File: src/rtl/vector_load_unit_if.sv
// Bus bundle for the vector load unit: control handshake, data-memory read port
// and the vector register-file write port.
interface vector_load_unit_if #(
    parameter int VEC_W  = 256,
    parameter int WORD_W = 32,
    parameter int ADDR_W = 32
);
    logic              start;
    logic [ADDR_W-1:0] base_addr;
    logic [4:0]        rd_in;
    logic              busy;
    logic              done;
    logic              err;
    logic              mem_rd_en;
    logic [ADDR_W-1:0] mem_addr;
    logic [WORD_W-1:0] mem_rdata;
    logic              WriteEn;
    logic [4:0]        rd;
    logic [VEC_W-1:0]  InputData;

    // The load unit itself.
    modport slave (
        input  start, base_addr, rd_in, mem_rdata,
        output busy, done, err, mem_rd_en, mem_addr, WriteEn, rd, InputData
    );

    // Control stage plus memory: drives requests and read data, observes the rest.
    modport master (
        output start, base_addr, rd_in, mem_rdata,
        input  busy, done, err, mem_rd_en, mem_addr, WriteEn, rd, InputData
    );
endinterface

File: src/rtl/vector_load_unit.sv
// Reads NWORDS sequential words from data memory, packs them LSW-first into one
// vector and writes that vector into the vector register file in a single cycle.
module vector_load_unit #(
    parameter int VEC_W  = 256,
    parameter int WORD_W = 32,
    parameter int ADDR_W = 32
) (
    input logic                clk,
    input logic                rst,
    vector_load_unit_if.slave  bus
);
    localparam int NWORDS = VEC_W / WORD_W;
    localparam int CNT_W  = $clog2(NWORDS);

    typedef enum logic [1:0] {IDLE, READ, LAST, WRITE} state_t;

    state_t            state_q, state_d;
    logic [CNT_W-1:0]  cnt_q;
    logic [ADDR_W-1:0] base_q;
    logic [4:0]        rd_lat_q;
    logic              cap_en_q;
    logic [CNT_W-1:0]  cap_idx_q;
    logic [VEC_W-1:0]  pack_q, pack_d;
    logic              err_q;
    logic [4:0]        rd_q;
    logic [VEC_W-1:0]  data_q;

    logic              busy_c;
    logic              rd_en_c;
    logic [ADDR_W-1:0] addr_c;
    logic              we_c;
    logic              accept;
    logic              rd_legal;

    // Destination codes 16..23 are exactly those with bits [4:3] == 2'b10.
    assign rd_legal = (bus.rd_in[4:3] == 2'b10);
    assign accept   = (state_q == IDLE) && bus.start && rd_legal;

    // NOTE: every combinational output gets a default before the case so no path
    // leaves it unassigned, which would otherwise infer a latch.
    always_comb begin
        state_d = state_q;
        busy_c  = 1'b0;
        rd_en_c = 1'b0;
        addr_c  = '0;
        we_c    = 1'b0;
        case (state_q)
            IDLE: begin
                if (accept) state_d = READ;
            end
            READ: begin
                busy_c  = 1'b1;
                rd_en_c = 1'b1;
                addr_c  = base_q + ADDR_W'({cnt_q, 2'b00});
                if (cnt_q == CNT_W'(NWORDS - 1)) state_d = LAST;
            end
            LAST: begin
                busy_c  = 1'b1;
                state_d = WRITE;
            end
            WRITE: begin
                busy_c  = 1'b1;
                we_c    = 1'b1;
                state_d = IDLE;
            end
            default: state_d = IDLE;
        endcase
    end

    // Pack buffer with the word returning this cycle merged in; the final word
    // arrives during LAST and goes straight into the write-data register.
    always_comb begin
        pack_d = pack_q;
        for (int k = 0; k < NWORDS; k++) begin
            if (cap_en_q && (cap_idx_q == CNT_W'(k))) begin
                pack_d[k*WORD_W +: WORD_W] = bus.mem_rdata;
            end
        end
    end

    // NOTE: sequential state uses non-blocking assignments so every register
    // samples pre-edge values regardless of statement order.
    // NOTE: the pack buffer is reset along with the control state because reset
    // must present a zero vector, not just an idle controller.
    always_ff @(posedge clk) begin
        if (rst) begin
            state_q   <= IDLE;
            cnt_q     <= '0;
            base_q    <= '0;
            rd_lat_q  <= '0;
            cap_en_q  <= 1'b0;
            cap_idx_q <= '0;
            pack_q    <= '0;
            err_q     <= 1'b0;
            rd_q      <= '0;
            data_q    <= '0;
        end else begin
            state_q   <= state_d;
            err_q     <= (state_q == IDLE) && bus.start && !rd_legal;
            cap_en_q  <= rd_en_c;
            cap_idx_q <= cnt_q;
            pack_q    <= pack_d;
            if (accept) begin
                base_q   <= bus.base_addr & ~ADDR_W'(3);
                rd_lat_q <= bus.rd_in;
                cnt_q    <= '0;
            end else if (state_q == READ) begin
                cnt_q <= cnt_q + CNT_W'(1);
            end
            // Write port outputs change only when a new vector is about to be written.
            if (state_q == LAST) begin
                rd_q   <= rd_lat_q;
                data_q <= pack_d;
            end
        end
    end

    assign bus.busy      = busy_c;
    assign bus.done      = we_c;
    assign bus.err       = err_q;
    assign bus.mem_rd_en = rd_en_c;
    assign bus.mem_addr  = addr_c;
    assign bus.WriteEn   = we_c;
    assign bus.rd        = rd_q;
    assign bus.InputData = data_q;
endmodule
File: src/flat_wrapper.sv
// flat-port wrapper written by rule: the top's interface ports become plain ports
module vector_load_unit_flat 
#(
    parameter int VEC_W  = 256,
    parameter int WORD_W = 32,
    parameter int ADDR_W = 32
)
  (clk, rst, bus_start, bus_base_addr, bus_rd_in, bus_mem_rdata, bus_busy, bus_done, bus_err, bus_mem_rd_en, bus_mem_addr, bus_WriteEn, bus_rd, bus_InputData);
  vector_load_unit_if #(.VEC_W(VEC_W), .WORD_W(WORD_W), .ADDR_W(ADDR_W)) bus_i ();
  input logic clk;
  input logic rst;
  input wire logic [$bits(bus_i.start)-1:0] bus_start;
  input wire logic [$bits(bus_i.base_addr)-1:0] bus_base_addr;
  input wire logic [$bits(bus_i.rd_in)-1:0] bus_rd_in;
  input wire logic [$bits(bus_i.mem_rdata)-1:0] bus_mem_rdata;
  output wire logic [$bits(bus_i.busy)-1:0] bus_busy;
  output wire logic [$bits(bus_i.done)-1:0] bus_done;
  output wire logic [$bits(bus_i.err)-1:0] bus_err;
  output wire logic [$bits(bus_i.mem_rd_en)-1:0] bus_mem_rd_en;
  output wire logic [$bits(bus_i.mem_addr)-1:0] bus_mem_addr;
  output wire logic [$bits(bus_i.WriteEn)-1:0] bus_WriteEn;
  output wire logic [$bits(bus_i.rd)-1:0] bus_rd;
  output wire logic [$bits(bus_i.InputData)-1:0] bus_InputData;
  assign bus_i.start = bus_start;
  assign bus_i.base_addr = bus_base_addr;
  assign bus_i.rd_in = bus_rd_in;
  assign bus_i.mem_rdata = bus_mem_rdata;
  assign bus_busy = bus_i.busy;
  assign bus_done = bus_i.done;
  assign bus_err = bus_i.err;
  assign bus_mem_rd_en = bus_i.mem_rd_en;
  assign bus_mem_addr = bus_i.mem_addr;
  assign bus_WriteEn = bus_i.WriteEn;
  assign bus_rd = bus_i.rd;
  assign bus_InputData = bus_i.InputData;
  vector_load_unit #(.VEC_W(VEC_W), .WORD_W(WORD_W), .ADDR_W(ADDR_W)) u_core (.clk(clk), .rst(rst), .bus(bus_i));
endmodule
File: config.mk
export PLATFORM = sky130hd
export DESIGN_NAME = vector_load_unit_flat
export DESIGN_NICKNAME = d
export VERILOG_FILES = /design/src/rtl/vector_load_unit_if.sv /design/src/rtl/vector_load_unit.sv /design/src/flat_wrapper.sv
export SDC_FILE = /design/constraint.sdc
export NUM_CORES = 1
export LEC_CHECK = 0
export ABC_AREA = 1
export CORE_MARGIN = 2
export CORE_UTILIZATION = 63
export CTS_CLUSTER_DIAMETER = 120
export DETAILED_ROUTE_END_ITERATION = 6
export DONT_BUFFER_PORTS = 1
export PLACE_DENSITY = 0.79
export SYNTH_ARGS = -nofsm -noshare
export SYNTH_HDL_FRONTEND = slang
export SYNTH_SLANG_ARGS = --single-unit
File: constraint.sdc
create_clock -name clk -period 2.6 [get_ports clk]
set_input_delay 0.39 -clock clk [delete_from_list [all_inputs] [get_ports clk]]
set_output_delay 0.39 -clock clk [all_outputs]
set_load 0.1 [all_outputs]
## Word-level counts from Yosys, hierarchy flattened

Cells that the tools add are included.

- Flip-flop bits (word level): 562
- Input bits: 72
- Output and inout port bits: 298
- Word-level logic and storage cells: 58

- $add $sub $neg: 2
- Equality and inequality tests: 14
- Multiplexer cells: 15
- Reductions and logical operators: 17

Operator list:

| kind | count |
|---|---|
| 32-bit two-way mux | 9 |
| 32-bit by 5-bit adder with 32-bit output | 1 |
| 3-bit == test (second input constant) | 5 |
| 1-bit logical AND | 11 |
| 2-bit one-hot mux with 4 select lines | 1 |
| 2-bit == test (second input constant) | 3 |
| 3-bit by 2-bit == test with 1-bit output (second input constant) | 2 |
| 2-bit two-way mux | 2 |
| 2-bit by 1-bit inequality test with 1-bit output (second input constant) | 2 |
| 3-bit by 1-bit adder with 3-bit output (second input constant) | 1 |
| 3-bit by 1-bit == test with 1-bit output (second input constant) | 1 |
| 3-bit zero test | 1 |
| 1-bit two-way mux | 3 |
| 3-bit OR reduction | 1 |
| 2-bit by 1-bit == test with 1-bit output (second input constant) | 1 |
| 2-bit zero test | 1 |
| 2-bit AND reduction | 1 |
| 2-bit OR reduction | 1 |
| 1-bit zero test | 1 |

## Logic depth before layout (Yosys ltp)

- Depth after elaboration: 5
- Gate-level depth with buffers: 12
- Gate-level depth less buffers: 12

## Least setup slack after synthesis

Ideal clock, no wire load.

- Kind: reg-to-output
- Start point: reg u_core.state_q[1]
- End point: out bus_mem_addr[6]
- Arrival: 3856 ps
- Path slack: -1646 ps
- Cell stages (with the launch flop): 6
- Path through: dfxtp_1 -> inv_1 -> ha_1 -> clkbuf_1 -> inv_1 -> a211oi_1

- Longest elaborated chain between the ends: 2

RTL lines:

| element | line | text |
|---|---|---|
| start: declaration | vector_load_unit.sv:17 | `state_t state_q, state_d;` |
| start signal: assignment | vector_load_unit.sv:98 | `state_q <= state_d;` |
| 2-bit by 1-bit == test with 1-bit output | vector_load_unit.sv:47 | `case (state_q)` |
| 32-bit two-way mux | vector_load_unit.sv:47 |  |
| end: declaration | flat_wrapper.sv:20 | `output wire logic [$bits(bus_i.mem_addr)-1:0] bus_mem_addr;` |

Every way passes these cells.

## Worst setup path after layout

- Start point: reg u_core.base_q[2]
- End point: out bus_mem_addr[14]

- Longest elaborated chain between the ends: 2

RTL lines:

| element | line | text |
|---|---|---|
| start: declaration | vector_load_unit.sv:19 | `logic [ADDR_W-1:0] base_q;` |
| start signal: assignment | vector_load_unit.sv:104 | `base_q <= bus.base_addr & ~ADDR_W'(3);` |
| 32-bit by 5-bit adder with 32-bit output | vector_load_unit.sv:54 | `addr_c = base_q + ADDR_W'({cnt_q, 2'b00});` |
| 32-bit two-way mux | vector_load_unit.sv:47 |  |

Every way passes these cells.

==> impl_metrics.csv <==
group,metric,value,unit
status,failed_checks,"negative setup slack",
placed_design,dp_cells,3445,
power_and_ir_drop,power_frac_clock,0.244,
sta,skew,0.0140,ns
floorplan,rows,68,
floorplan,ios,370,
sta,fin_crit,2.91,ns
sta,slew_headroom,0.313,
synthesis,synthFlopType,"dfxtp_1",
route,drcViolationCount,0,
worst_setup_path,cp-start-kind,"flop",
sta,setup_viol,17,
synthesis,yosys_warnings,0,
min_path,hold_path_depth,4,
power_and_ir_drop,leakage,14.1,nW
floorplan,dieWidth,191,um
power_and_ir_drop,ir_worst_vdd,0.00103,V
job,drv_cap,0,
route,ant_nets,0,
worst_setup_path,cp_data_required_time,2.21,ns
global_routing,grt_start_max_net_pins,127,
sta,worstMarginPinSlew,1.03,ns
route,wire_per_inst,20.3,um
cells_and_area,drive_above_1_share,0.149,
synthesis,yosysTopAreaCellShare,0.508,
worst_setup_path,crit_type,"flop to output port",
worst_setup_path,max_stage_delay,0.39,ns
power_and_ir_drop,combPwrFrac,0.334,
status,status,"finished with violations",
power_and_ir_drop,p_sw_frac,0.486,
worst_setup_path,slowest_stage,"fa_2",
global_routing,antenna_found_initial,9,
worst_setup_path,endpoint_kind,"output port",
floorplan,coreArea,34500,um2
worst_setup_path,critPathMaxFanout,3,
global_routing,grt_overflow,0,
placed_design,portBuffers,0,
clock_tree,clock_latency,0.61,ns
cells_and_area,finalNetCount,3319,
synthesis,ys_ff_latch,562,
clock_tree,cts.sinks,562,
global_routing,grt_usage,0.399,
route,drtIter0Drc,1922,
clock_tree,ctsRootBufferMaster,"clkbuf_16",
route,drtPass1Iterations,6,
cells_and_area,seqCellArea,11300,um2
synthesis,synth-edff-count,0,
sta,fmax,344,MHz
cells_and_area,syn2layout_area_growth,28.5,%
cells_and_area,multi_input_area,8710,um2
power_and_ir_drop,p_sw,16.8,mW
synthesis,async_flop_share,0,
synthesis,synth.cell_area,22100,um2
sta,rsz0062_at_grt,"yes",
synthesis,ys_seq_area_frac,0.508,
clock_tree,clock_path_buffers,3,
worst_setup_path,reg2regPathDepth,6,
floorplan,die_area,36600,um2
floorplan,start_util,0.641,
route,wirelength,75800,um
synthesis,ys_types,33,
route,vias,21200,
placed_design,dp_hpwl,41400,um
sta,hold_viol,0,
clock_tree,cts_tree,"yes",
power_and_ir_drop,p_seq_frac,0.422,
floorplan,die_h,191,um
clock_tree,cts_buffers,55,
sta,drv_slew,0,
synthesis,synth_area_leaders,"dfxtp_1 (51%), nand2_1 (8.9%), inv_1 (8.9%), nor2_1 (6.6%), o211ai_1 (6.5%)",
synthesis,synth.avg_cell_area,7.50,um2
cells_and_area,fillCellCount,2104,
clock_tree,cts_max_level,2,
power_and_ir_drop,p_per_area,1210,nW/um2
route,vias_per_cell,5.68,
sta,period_share,1.12,
placed_design,gp_congestion,0.892,
clock_tree,clk_pin_slew,0.06,ns
cells_and_area,stdcell_count,3740,
power_and_ir_drop,p_int,17.8,mW
synthesis,syn_inst,2953,
global_routing,grt_pass1_vias,20100,
synthesis,yosysTopAreaCell,"dfxtp_1",
cells_and_area,utilization,0.824,
global_routing,grt_pass1_wl,112000,um
worst_setup_path,path_cells,"ha_4 > inv_2 > fa_2 > inv_2 > nand2_2 > nand2_2 > nand2_4 > nor2_4 > buf_4 > o21ai_2 > a21oi_4 > buf_12",
min_path,hp-class,"primary input to flop",
sta,setup_ws,-0.306,ns
worst_setup_path,arrival,2.52,ns
what timing repair did:
item | 4_1_cts | 5_1_grt
pin swaps | 20 | 20
endpoints found under the hold margin | 266 | 0
resized for setup | 69 | 51
hold buffers | 172 | 0
setup endpoints to repair | 30 | 28
setup buffers | 9 | 9
synth_stat cells (3+ instances only):
| cell type | count |
|---|---|
| dfxtp_1 | 562 |
| o21ai_0 | 180 |
| nand3_1 | 75 |
| inv_1 | 524 |
| buf_6 | 6 |
| buf_2 | 28 |
| nand2_1 | 525 |
| and2_1 | 33 |
| nand2_2 | 8 |
| o21ai_2 | 30 |
| o21ai_1 | 130 |
| nor2_1 | 390 |
| ha_1 | 10 |
| buf_1 | 13 |
| o211ai_1 | 192 |
| buf_4 | 3 |
| inv_2 | 3 |
| a21oi_1 | 60 |
| clkinv_1 | 3 |
| a21o_1 | 32 |
| clkbuf_1 | 132 |
per-stage QoR:
| stage | area (um2) | setup slack, ns | hold WS [ns] | total power, mW | setup TNS, ns |
|---|---|---|---|---|---|
| 2_1_floorplan | 22400 | -0.0227 | 0.416 | 23.0 | -0.166 |
| 6_report | 28400 | -0.306 | 0.0112 | 34.5 | -2.97 |
| 5_1_grt | 28400 | -0.390 | 0.0129 | 35.5 | -4.55 |
| 3_5_place_dp | 24300 | 0.0121 | 0.443 | 25.5 | 0 |
| 3_3_place_gp | 24300 | 0.0618 | 0.431 | 25.2 | 0 |
| 4_1_cts | 28200 | -0.326 | 0.000634 | 34.2 | -3.07 |
worst max-delay path, delay by kind of cell, from the launching register on:
family / cells / cell delay, ns
adder cells (fa/ha/maj): 2 / 0.53
buffers and inverters: 4 / 0.44
AND/OR/NAND/NOR: 4 / 0.37
flip-flops: 1 / 0.35
AO/OA/AOI/OAI: 2 / 0.21
flip-flops by register name, indices dropped and copies added, names as in the netlist:
register and cells:
u_core.bus.InputData 256, u_core.cnt_q 3, u_core.state_q 2, u_core.base_q 30
u_core.cap_idx_q 3, u_core.bus.err 1, u_core.pack_q 256, u_core.rd_lat_q 5
u_core.cap_en_q 1, u_core.bus.rd 5
cell usage in the layout (no fill, tap or decap), types with 49 or more instances in the layout:
cell	Yosys	routed
a21oi_1	60	49
nor2_1	390	353
dfxtp_1	562	550
dlygate4sd3_1	0	171
nand3_1	75	71
nand2_1	525	497
o211ai_1	192	192
clkbuf_16	0	57
o21ai_0	180	173
inv_1	524	517
o21ai_1	130	131
buf_4	3	194
layout make-up:
class,count,area share
Inverter,530,0.0703
Timing Repair Buffer,407,0.139
Tap cell,455,0.0200
Clock inverter,15,0.00699
Clock buffer,85,0.0609
Sequential cell,562,0.396
Multi-Input combinational cell,1680,0.306
Antenna cell,6,0.000528
worst paths after layout:
| check | start | endpoint | slack, ns |
|---|---|---|---|
| max | u_core.base_q[2] | bus_mem_addr[14] | -0.31 |
| min | bus_mem_rdata[21] | u_core.bus.InputData[245] | 0.01 |
| max reg2reg | u_core.cap_idx_q[0] | u_core.pack_q[30] | 0.19 |
| min reg2reg | u_core.rd_lat_q[3] | u_core.rd_lat_q[3] | 0.46 |
cells by family after synthesis:
group,synth area share
other,0.000169
adder cells (fa/ha/maj),0.00656
AO/OA/AOI/OAI,0.173
AND/OR/NAND/NOR,0.187
flip-flops,0.508
buffers and inverters,0.125
XOR/XNOR,0.000792
metal layers:
| layer | vias up | share of wire | wire (um) | track usage |
|---|---|---|---|---|
| met2 | 1192 | 0.45 | 34100 | 0.629 |
| li1 | 9765 | - | - | - |
| met3 | 327 | 0.12 | 9290 | 0.129 |
| met1 | 9955 | 0.36 | 27400 | 0.472 |
| met5 | - | 0.0011 | 83 | 0 |
| met4 | 6 | 0.066 | 5000 | 0.245 |
power by group through the flow:
stage                     Clock [mW]  Sequential, mW  Combinational [mW]
after floorplan                    0            19.1                3.98
after global placement             0            14.6                10.5
after detailed placement           0            14.7                10.8
after CTS                       8.39            14.5                11.3
after global routing            8.74            14.7                12.1
final                           8.40            14.6                11.5
(Power assumes the default switching activity.)
